[config.mk]
export PLATFORM = sky130hd
export DESIGN_NAME = mdr_unit
export DESIGN_NICKNAME = d
export VERILOG_FILES = /design/src/rtl/mdr_unit.sv
export SDC_FILE = /design/constraint.sdc
export NUM_CORES = 1
export LEC_CHECK = 0
export ABC_AREA = 1
export BUFFER_PORTS_ARGS = -buffer_cell sky130_fd_sc_hd__clkbuf_2
export CORE_MARGIN = 5
export CORE_UTILIZATION = 45
export DETAILED_ROUTE_END_ITERATION = 8
export PLACE_DENSITY = 0.88
export SYNTH_ARGS = -nofsm -noshare
export SYNTH_HDL_FRONTEND = slang
export SYNTH_SLANG_ARGS = --single-unit
[constraint.sdc]
create_clock -name clock -period 2 [get_ports clock]
set_clock_uncertainty 0.15 [all_clocks]
set_input_delay 0.4 -clock clock [delete_from_list [all_inputs] [get_ports clock]]
set_output_delay 0.4 -clock clock [all_outputs]
set_load 0.01 [all_outputs]
[src/rtl/mdr_unit.sv]
// rtl/mdr_unit.sv - Memory Data Register with bounded memory request/acknowledge engine
//
// Holds the MDR value driven onto the bus mux and runs single outstanding
// memory reads (memory -> MDR) and writes (MDR -> memory). A wait counter
// aborts a transaction that never gets acknowledged so the datapath cannot hang.
//
// Ports:
//   clock         system clock, rising edge
//   clear         asynchronous active-low reset
//   BusMuxOut     bus value, loaded into the MDR on a bus load
//   MDRin, Read   load command; Read=1 starts a memory read, Read=0 loads from bus
//   mem_write     start a memory write of the current MDR value
//   mem_rd_data   memory read data, valid with mem_rd_ack
//   mem_rd_ack    read acknowledge
//   mem_wr_ack    write acknowledge
//   mem_rd_req    registered read request
//   mem_wr_req    registered write request
//   mem_wr_data   write data (always the MDR contents)
//   BusMuxIn_MDR  MDR contents to the bus mux
//   busy          high while a transaction is outstanding
//   done          one-cycle pulse after a transaction completes
//   mem_err       sticky timeout flag, cleared when the next transaction starts

module mdr_unit #(
    parameter int unsigned TIMEOUT = 255
) (
    input  logic        clock,
    input  logic        clear,
    input  logic [31:0] BusMuxOut,
    input  logic        MDRin,
    input  logic        Read,
    input  logic        mem_write,
    input  logic [31:0] mem_rd_data,
    input  logic        mem_rd_ack,
    input  logic        mem_wr_ack,
    output logic        mem_rd_req,
    output logic        mem_wr_req,
    output logic [31:0] mem_wr_data,
    output logic [31:0] BusMuxIn_MDR,
    output logic        busy,
    output logic        done,
    output logic        mem_err
);

    // A zero TIMEOUT still needs a 1-bit counter to keep the code legal.
    localparam int CW = (TIMEOUT > 0) ? $clog2(TIMEOUT + 1) : 1;

    typedef enum logic [1:0] {
        IDLE    = 2'd0,
        RD_WAIT = 2'd1,
        WR_WAIT = 2'd2
    } state_t;

    state_t          state_q, state_d;
    logic [31:0]     mdr_q, mdr_d;
    logic [CW-1:0]   cnt_q, cnt_d;
    logic            done_q, done_d;
    logic            err_q, err_d;
    logic            ack;
    logic            expire;

    always_ff @(posedge clock or negedge clear) begin
        if (!clear) begin
            state_q <= IDLE;
            mdr_q   <= '0;
            cnt_q   <= '0;
            done_q  <= 1'b0;
            err_q   <= 1'b0;
        end else begin
            state_q <= state_d;
            mdr_q   <= mdr_d;
            cnt_q   <= cnt_d;
            done_q  <= done_d;
            err_q   <= err_d;
        end
    end

    // Only the ack matching the current wait state counts; the other is stray.
    assign ack = (state_q == RD_WAIT) ? mem_rd_ack : mem_wr_ack;

    // Abort on the edge where this ack-less cycle brings the count to TIMEOUT.
    assign expire = (TIMEOUT > 0) && ((32'(cnt_q) + 32'd1) >= TIMEOUT);

    always_comb begin
        state_d = state_q;
        mdr_d   = mdr_q;
        cnt_d   = cnt_q;
        done_d  = 1'b0;
        err_d   = err_q;
        case (state_q)
            IDLE: begin
                if (MDRin && !Read) begin
                    mdr_d = BusMuxOut;
                end else if (MDRin && Read) begin
                    state_d = RD_WAIT;
                    err_d   = 1'b0;
                    cnt_d   = '0;
                end else if (mem_write) begin
                    state_d = WR_WAIT;
                    err_d   = 1'b0;
                    cnt_d   = '0;
                end
            end
            RD_WAIT, WR_WAIT: begin
                if (ack) begin
                    if (state_q == RD_WAIT) begin
                        mdr_d = mem_rd_data;
                    end
                    done_d  = 1'b1;
                    state_d = IDLE;
                end else if (expire) begin
                    err_d   = 1'b1;
                    state_d = IDLE;
                end else if (cnt_q != {CW{1'b1}}) begin
                    cnt_d = cnt_q + 1'b1;
                end
            end
            default: state_d = IDLE;
        endcase
    end

    assign mem_rd_req   = (state_q == RD_WAIT);
    assign mem_wr_req   = (state_q == WR_WAIT);
    assign busy         = (state_q != IDLE);
    assign done         = done_q;
    assign mem_err      = err_q;
    assign BusMuxIn_MDR = mdr_q;
    assign mem_wr_data  = mdr_q;

endmodule

# == Word level (Yosys, flattened, before mapping) ==
# Index checks and enable logic that the tools add are counted.
# op_classes
reduce_logical,11
eq_ne,13
muxes,26
n_addsub,2
n_lt_le_gt_ge,1
# ops
operator,n
32-bit two-way mux,3
32-bit one-hot mux with 2 select lines,1
8-bit two-way mux,6
"2-bit != test, second input constant",8
8-bit one-hot mux with 2 select lines,1
2-bit two-way mux,5
"8-bit by 1-bit adder with 9-bit output, second input constant",1
"9-bit by 8-bit >= comparator with 1-bit output, second input constant",1
"8-bit by 1-bit adder with 8-bit output, second input constant",1
1-bit two-way mux,8
"8-bit != test, second input constant",1
"3-bit != test, second input constant",2
6-bit AND reduction,1
5-bit AND reduction,1
2-bit one-hot mux with 2 select lines,1
4-bit AND reduction,1
2-bit nonzero test,2
3-bit AND reduction,1
"2-bit by 1-bit equality test with 1-bit output, second input constant",1
"2-bit equality test, second input constant",1
1-bit logical AND,2
2-bit logical NOT,1
1-bit one-hot mux with 2 select lines,1
2-bit OR reduction,1
1-bit logical NOT,1
# word_totals
out_inout_bits,69
reg_bits,44
elab_cells,58
input_bits,71

# == Longest topological paths before layout ==
# depth
ltp_word,5
mapped_depth,13
ltp_nobuf,13

# == Least setup slack after synthesis ==
# OpenSTA, ideal clock, no wires.
# synth_path
path_kind,register -> register
startpoint,register state_q[0]
endpoint,register err_q (netlist: mem_err)
path_stages_with_launch,11
synth_period_minus_slack_ns,1.850
t_required_ns,1.714
slack_ns,0.150
setup_ns,0.136
path_buffers,1
arrival_ns,1.564
path_cell_list,dfrtp_1 > inv_1 > ha_1 > inv_1 > nor2_1 > nand2_1 > o21a_1 > clkbuf_1 > nand3_1 > nand2_1 > o21ai_0
# synth_between
elab_chain_len,4
word_cells_on_any_way,12
classes_between,eq/ne: 6; mux: 2; reduce/logical: 4
# synth_rtl
element,line_no,text
"start, declared",54,"state_t state_q, state_d;"
"start signal, assigned",70,state_q <= state_d;
2-bit by 1-bit equality test with 1-bit output or 2-bit equality test (tied branches),"79, 90",
2-bit OR reduction or 1-bit two-way mux (tied branches),"90, 79",
2-bit != test (no line) or 2-bit nonzero test (tied branches),-,
5-bit AND reduction (no line),-,
"end signal, assigned",74,err_q <= err_d;
"end, declared",58,"logic err_q, err_d;"
# Parallel ways exist; a longest one is shown, timed or not.
# A chain may end at the register's enable or synchronous reset.

# == Final worst setup path ==
# layout_path
startpoint,register cnt_q[0]
endpoint,register cnt_q[3]
# layout_between
elab_chain_len,5
word_cells_on_any_way,11
classes_between,add/sub: 2; order compare: 1; eq/ne: 3; mux: 4; reduce/logical: 1
# layout_rtl
element,line_no,text
"start, declared",56,"logic [CW-1:0] cnt_q, cnt_d;"
"start signal, assigned",72,cnt_q <= cnt_d;
"parallel branches: the longest is 5 deep, another holds 8-bit by 1-bit adder with 9-bit output",-,
# Several ways; the timed one is not identified. The select of a mux whose other input is x is not followed.

==> impl_metrics.py <==
metrics = {
    "outcome": {
        "outcome": "complete, no violations",
    },
    "timing": {
        "worst_pin_slew_ns": 0.5199,
        "period_share_pct": 95.41,
        "rsz0062_at_grt": "true",
        "final-hold-violation-count": 0,
        "finalSetupViolations": 0,
        "slew_headroom_pct": 65.34,
        "setup_ws_ns": 0.09190,
        "final_max_slew_viol_count": 0,
        "fmax_mhz": 524.1,
        "finalCriticalPeriod_ns": 1.908,
        "tns_ns": 0,
    },
    "floorplan": {
        "ioPinCount": 140,
        "core_area_um2": 5473,
        "chipWidth_um": 84.67,
        "dieArea_um2": 7168,
        "die_h_um": 84.67,
        "rows": 27,
        "initial_core_util_pct": 45.84,
    },
    "critical_path": {
        "critical_path_class": "reg2reg",
        "cp_max_fo": 8,
        "path_cells": "inv_2 -> ha_4 -> nor2_2 -> nor2_1 -> nor2_1 -> nand3_1 -> nor2_1 -> nand2_1 -> nand3_4 -> nand2_4 -> nand2_8 -> nand2_1 -> nand2_1",
        "r2r-end": "cnt_q[3]$_DFFE_PN0P_",
        "cp.required_ns": 2.08,
        "r2r_cells": 13,
        "path_buf_inv": 1,
        "cp-end-kind": "flip-flop",
        "crit_slowest_cell": "dfrtp_2",
        "worstSetupStartpointType": "flip-flop",
        "cpPeakStageDelay_ns": 0.48,
        "worstReg2RegStart": "cnt_q[0]$_DFFE_PN0P_",
        "cp_top_family": "simple AND/OR/NAND/NOR gates",
        "arrival_ns": 1.99,
        "rrSetupSlack_ns": 0.09,
    },
    "placed_design": {
        "place_congestion": 0.8772,
        "post-place-ws_ns": 0.08230,
        "portBuffers": 139,
        "dp_hpwl_um": 5051,
    },
    "yosys": {
        "syn_inst": 330,
        "syn_area_um2": 2509,
        "ys.flop_type": "dfrtp_1",
        "synth-seq-area-share_pct": 43.89,
        "netlist_top_cells_area": "dfrtp_1, nand2_1, buf_4",
        "synthTopCellsByCount": "nand2_1, nor2_1, dfrtp_1",
        "ys_warn_count": 0,
        "synth_nets": 406,
        "synth_edf_count": 0,
        "synth_most_common_cell": "nand2_1",
        "synth_top_cell_area_share_pct": 43.89,
        "yosysTopAreaCell": "dfrtp_1",
        "async_flop_share_pct": 100.0,
        "ys_ff_latch": 44,
        "syn_area_per_cell_um2": 7.602,
        "ys_types": 22,
    },
    "layout": {
        "fillers": 492,
        "synthToLayoutAreaGrowth_pct": 33.72,
        "diodes": 0,
        "drive_above_1_share_pct": 41.08,
        "final_nets": 518,
    },
    "global_routing": {
        "grt-busiest-layer": "met2",
        "gr-usage-met3_pct": 4.416,
        "grt_max_degree": 33,
        "grt_pass1_wl_um": 10320,
        "met1_usage_pct": 20.20,
        "grt.overflow.total": 0,
        "grt_pass1_vias": 2377,
        "antenna_found_initial": 0,
        "use_met2_pct": 30.82,
        "grt.total_usage_pct": 17.38,
    },
    "power_and_ir_drop": {
        "irDropWorstVdd_uv": 1853,
        "leakagePower_uw": 0.001740,
        "p_per_area_nw_per_um2": 1887,
    },
    "detailed_routing": {
        "first_pass_iters": 4,
        "drt_first_iter_violations": 73,
        "num_vias": 2595,
        "routed_wl_um": 6867,
        "post_drt_wl_per_cell_um": 13.33,
        "ant_nets": 0,
        "routed_via_density": 5.039,
        "drc": 0,
    },
    "worst_hold_path": {
        "min_path_cells": 3,
        "hp-class": "in2reg",
        "hold_end": "BusMuxIn_MDR[11]$_DFFE_PN0P_",
        "worstHoldStart": "mem_rd_data[11]",
    },
    "clock_network": {
        "clk_path_buf_depth": 2,
        "root_buffer": "clkbuf_8",
        "clkSinkCount": 44,
        "cts_tree": "yes",
        "cts_buffers": 5,
        "htreeDepth": 2,
        "clock_latency_ns": 0.29,
        "path_clk_slew_ns": 0.08,
    },
    "run": {
        "maxCapViolations": 0,
    },
}
-- cell usage in the layout (no fill, tap or decap), drive strengths merged, types with 4 or more instances in the layout --
cell type  Yosys  layout
nor2          49      49
nand2        107     108
dfrtp         44      44
o21ai          5       5
a31oi         32      32
a21oi          4       4
clkbuf         8     147
buf           40      10
inv           13      13
ha             5       5
nand3         17      17
-- power breakdown --
group	leakage, uW	internal (uW)	total, uW	switching (uW)
registers	0.000515	1320	1660	346
clock network	0.0000552	371	663	292
logic	0.00117	1590	4000	2410
total	0.00174	3280	6330	3050
-- worst max path at each step --
stage | slack [ns] | depth (start not counted) | from | end
after floorplan | 0.15 | 10 | state_q[0]$_DFFE_PN0P_ | mem_err$_DFFE_PN0P_
after global placement | 0.15 | 13 | cnt_q[0]$_DFFE_PN0P_ | cnt_q[3]$_DFFE_PN0P_
after detailed placement | 0.08 | 13 | cnt_q[0]$_DFFE_PN0P_ | cnt_q[6]$_DFFE_PN0P_
after CTS | 0.05 | 12 | cnt_q[0]$_DFFE_PN0P_ | cnt_q[5]$_DFFE_PN0P_
after global routing | -0.06 | 13 | cnt_q[0]$_DFFE_PN0P_ | cnt_q[2]$_DFFE_PN0P_
final | 0.09 | 13 | cnt_q[0]$_DFFE_PN0P_ | cnt_q[3]$_DFFE_PN0P_
-- metal layers --
metal	share of wire, %	up-vias
li1	-	1260
met1	39	1171
met2	49	147
met3	10	17
met4	1.9	0
met5	0	-
-- state kept, by name, indices dropped and copies added (netlist names) --
register      cells
state_q           2
cnt_q             8
done              1
mem_err           1
BusMuxIn_MDR     32
-- final cells by class --
class / count / area [um2] / area share [%]
multi-input combinational: 226 / 1134 / 33.79
clock buffer: 6 / 72.57 / 2.163
sequential: 44 / 1104 / 32.90
inverter: 13 / 51.30 / 1.529
tap: 72 / 90.09 / 2.686
timing repair buffer: 152 / 868.3 / 25.89
clock inverter: 2 / 35.03 / 1.044
-- what timing repair did --
item / CTS / global route
hold buffers: 1 / 0
buffers inserted: 0 / 4
hold endpoints to repair: 19 / 0
resized for setup: 0 / 22
setup endpoints to repair: 0 / 43
-- cells by family (layout without fill, tap and decap cells) --
| group | count (synthesis) | count (layout) | synth area share (%) |
|---|---|---|---|
| flip-flops | 44 | 44 | 43.89 |
| AND/OR/NAND/NOR | 175 | 176 | 28.23 |
| adder cells (fa/ha/maj) | 5 | 5 | 2.494 |
| multiplexers | 1 | 1 | 0.3990 |
| AO/OA/AOI/OAI | 44 | 44 | 10.67 |
| buffers and inverters | 61 | 173 | 14.31 |
-- worst reg2reg max path, delay by kind of cell, from the launching register on --
kind,cells,cell delay [ns]
AND/OR/NAND/NOR,11,0.96
adder cells (fa/ha/maj),1,0.20
flip-flops,1,0.48
buffers and inverters,1,0.09
-- through the flow --
stage / util [%] / instances / total power [uW] / area (um2) / hold WS [ns]
final: 61.29 / 515 / 6330 / 3354 / 0.1923
after CTS: 58.18 / 508 / 5908 / 3184 / 0.1777
after detailed placement: 56.04 / 499 / 5224 / 3067 / 0.2521
after global placement: 56.04 / 499 / 5125 / 3067 / 0.2448
after floorplan: - / 330 / 4300 / 2509 / -0.04559
after global routing: 61.29 / 515 / 6846 / 3354 / 0.1822
(Power assumes the default switching activity.)
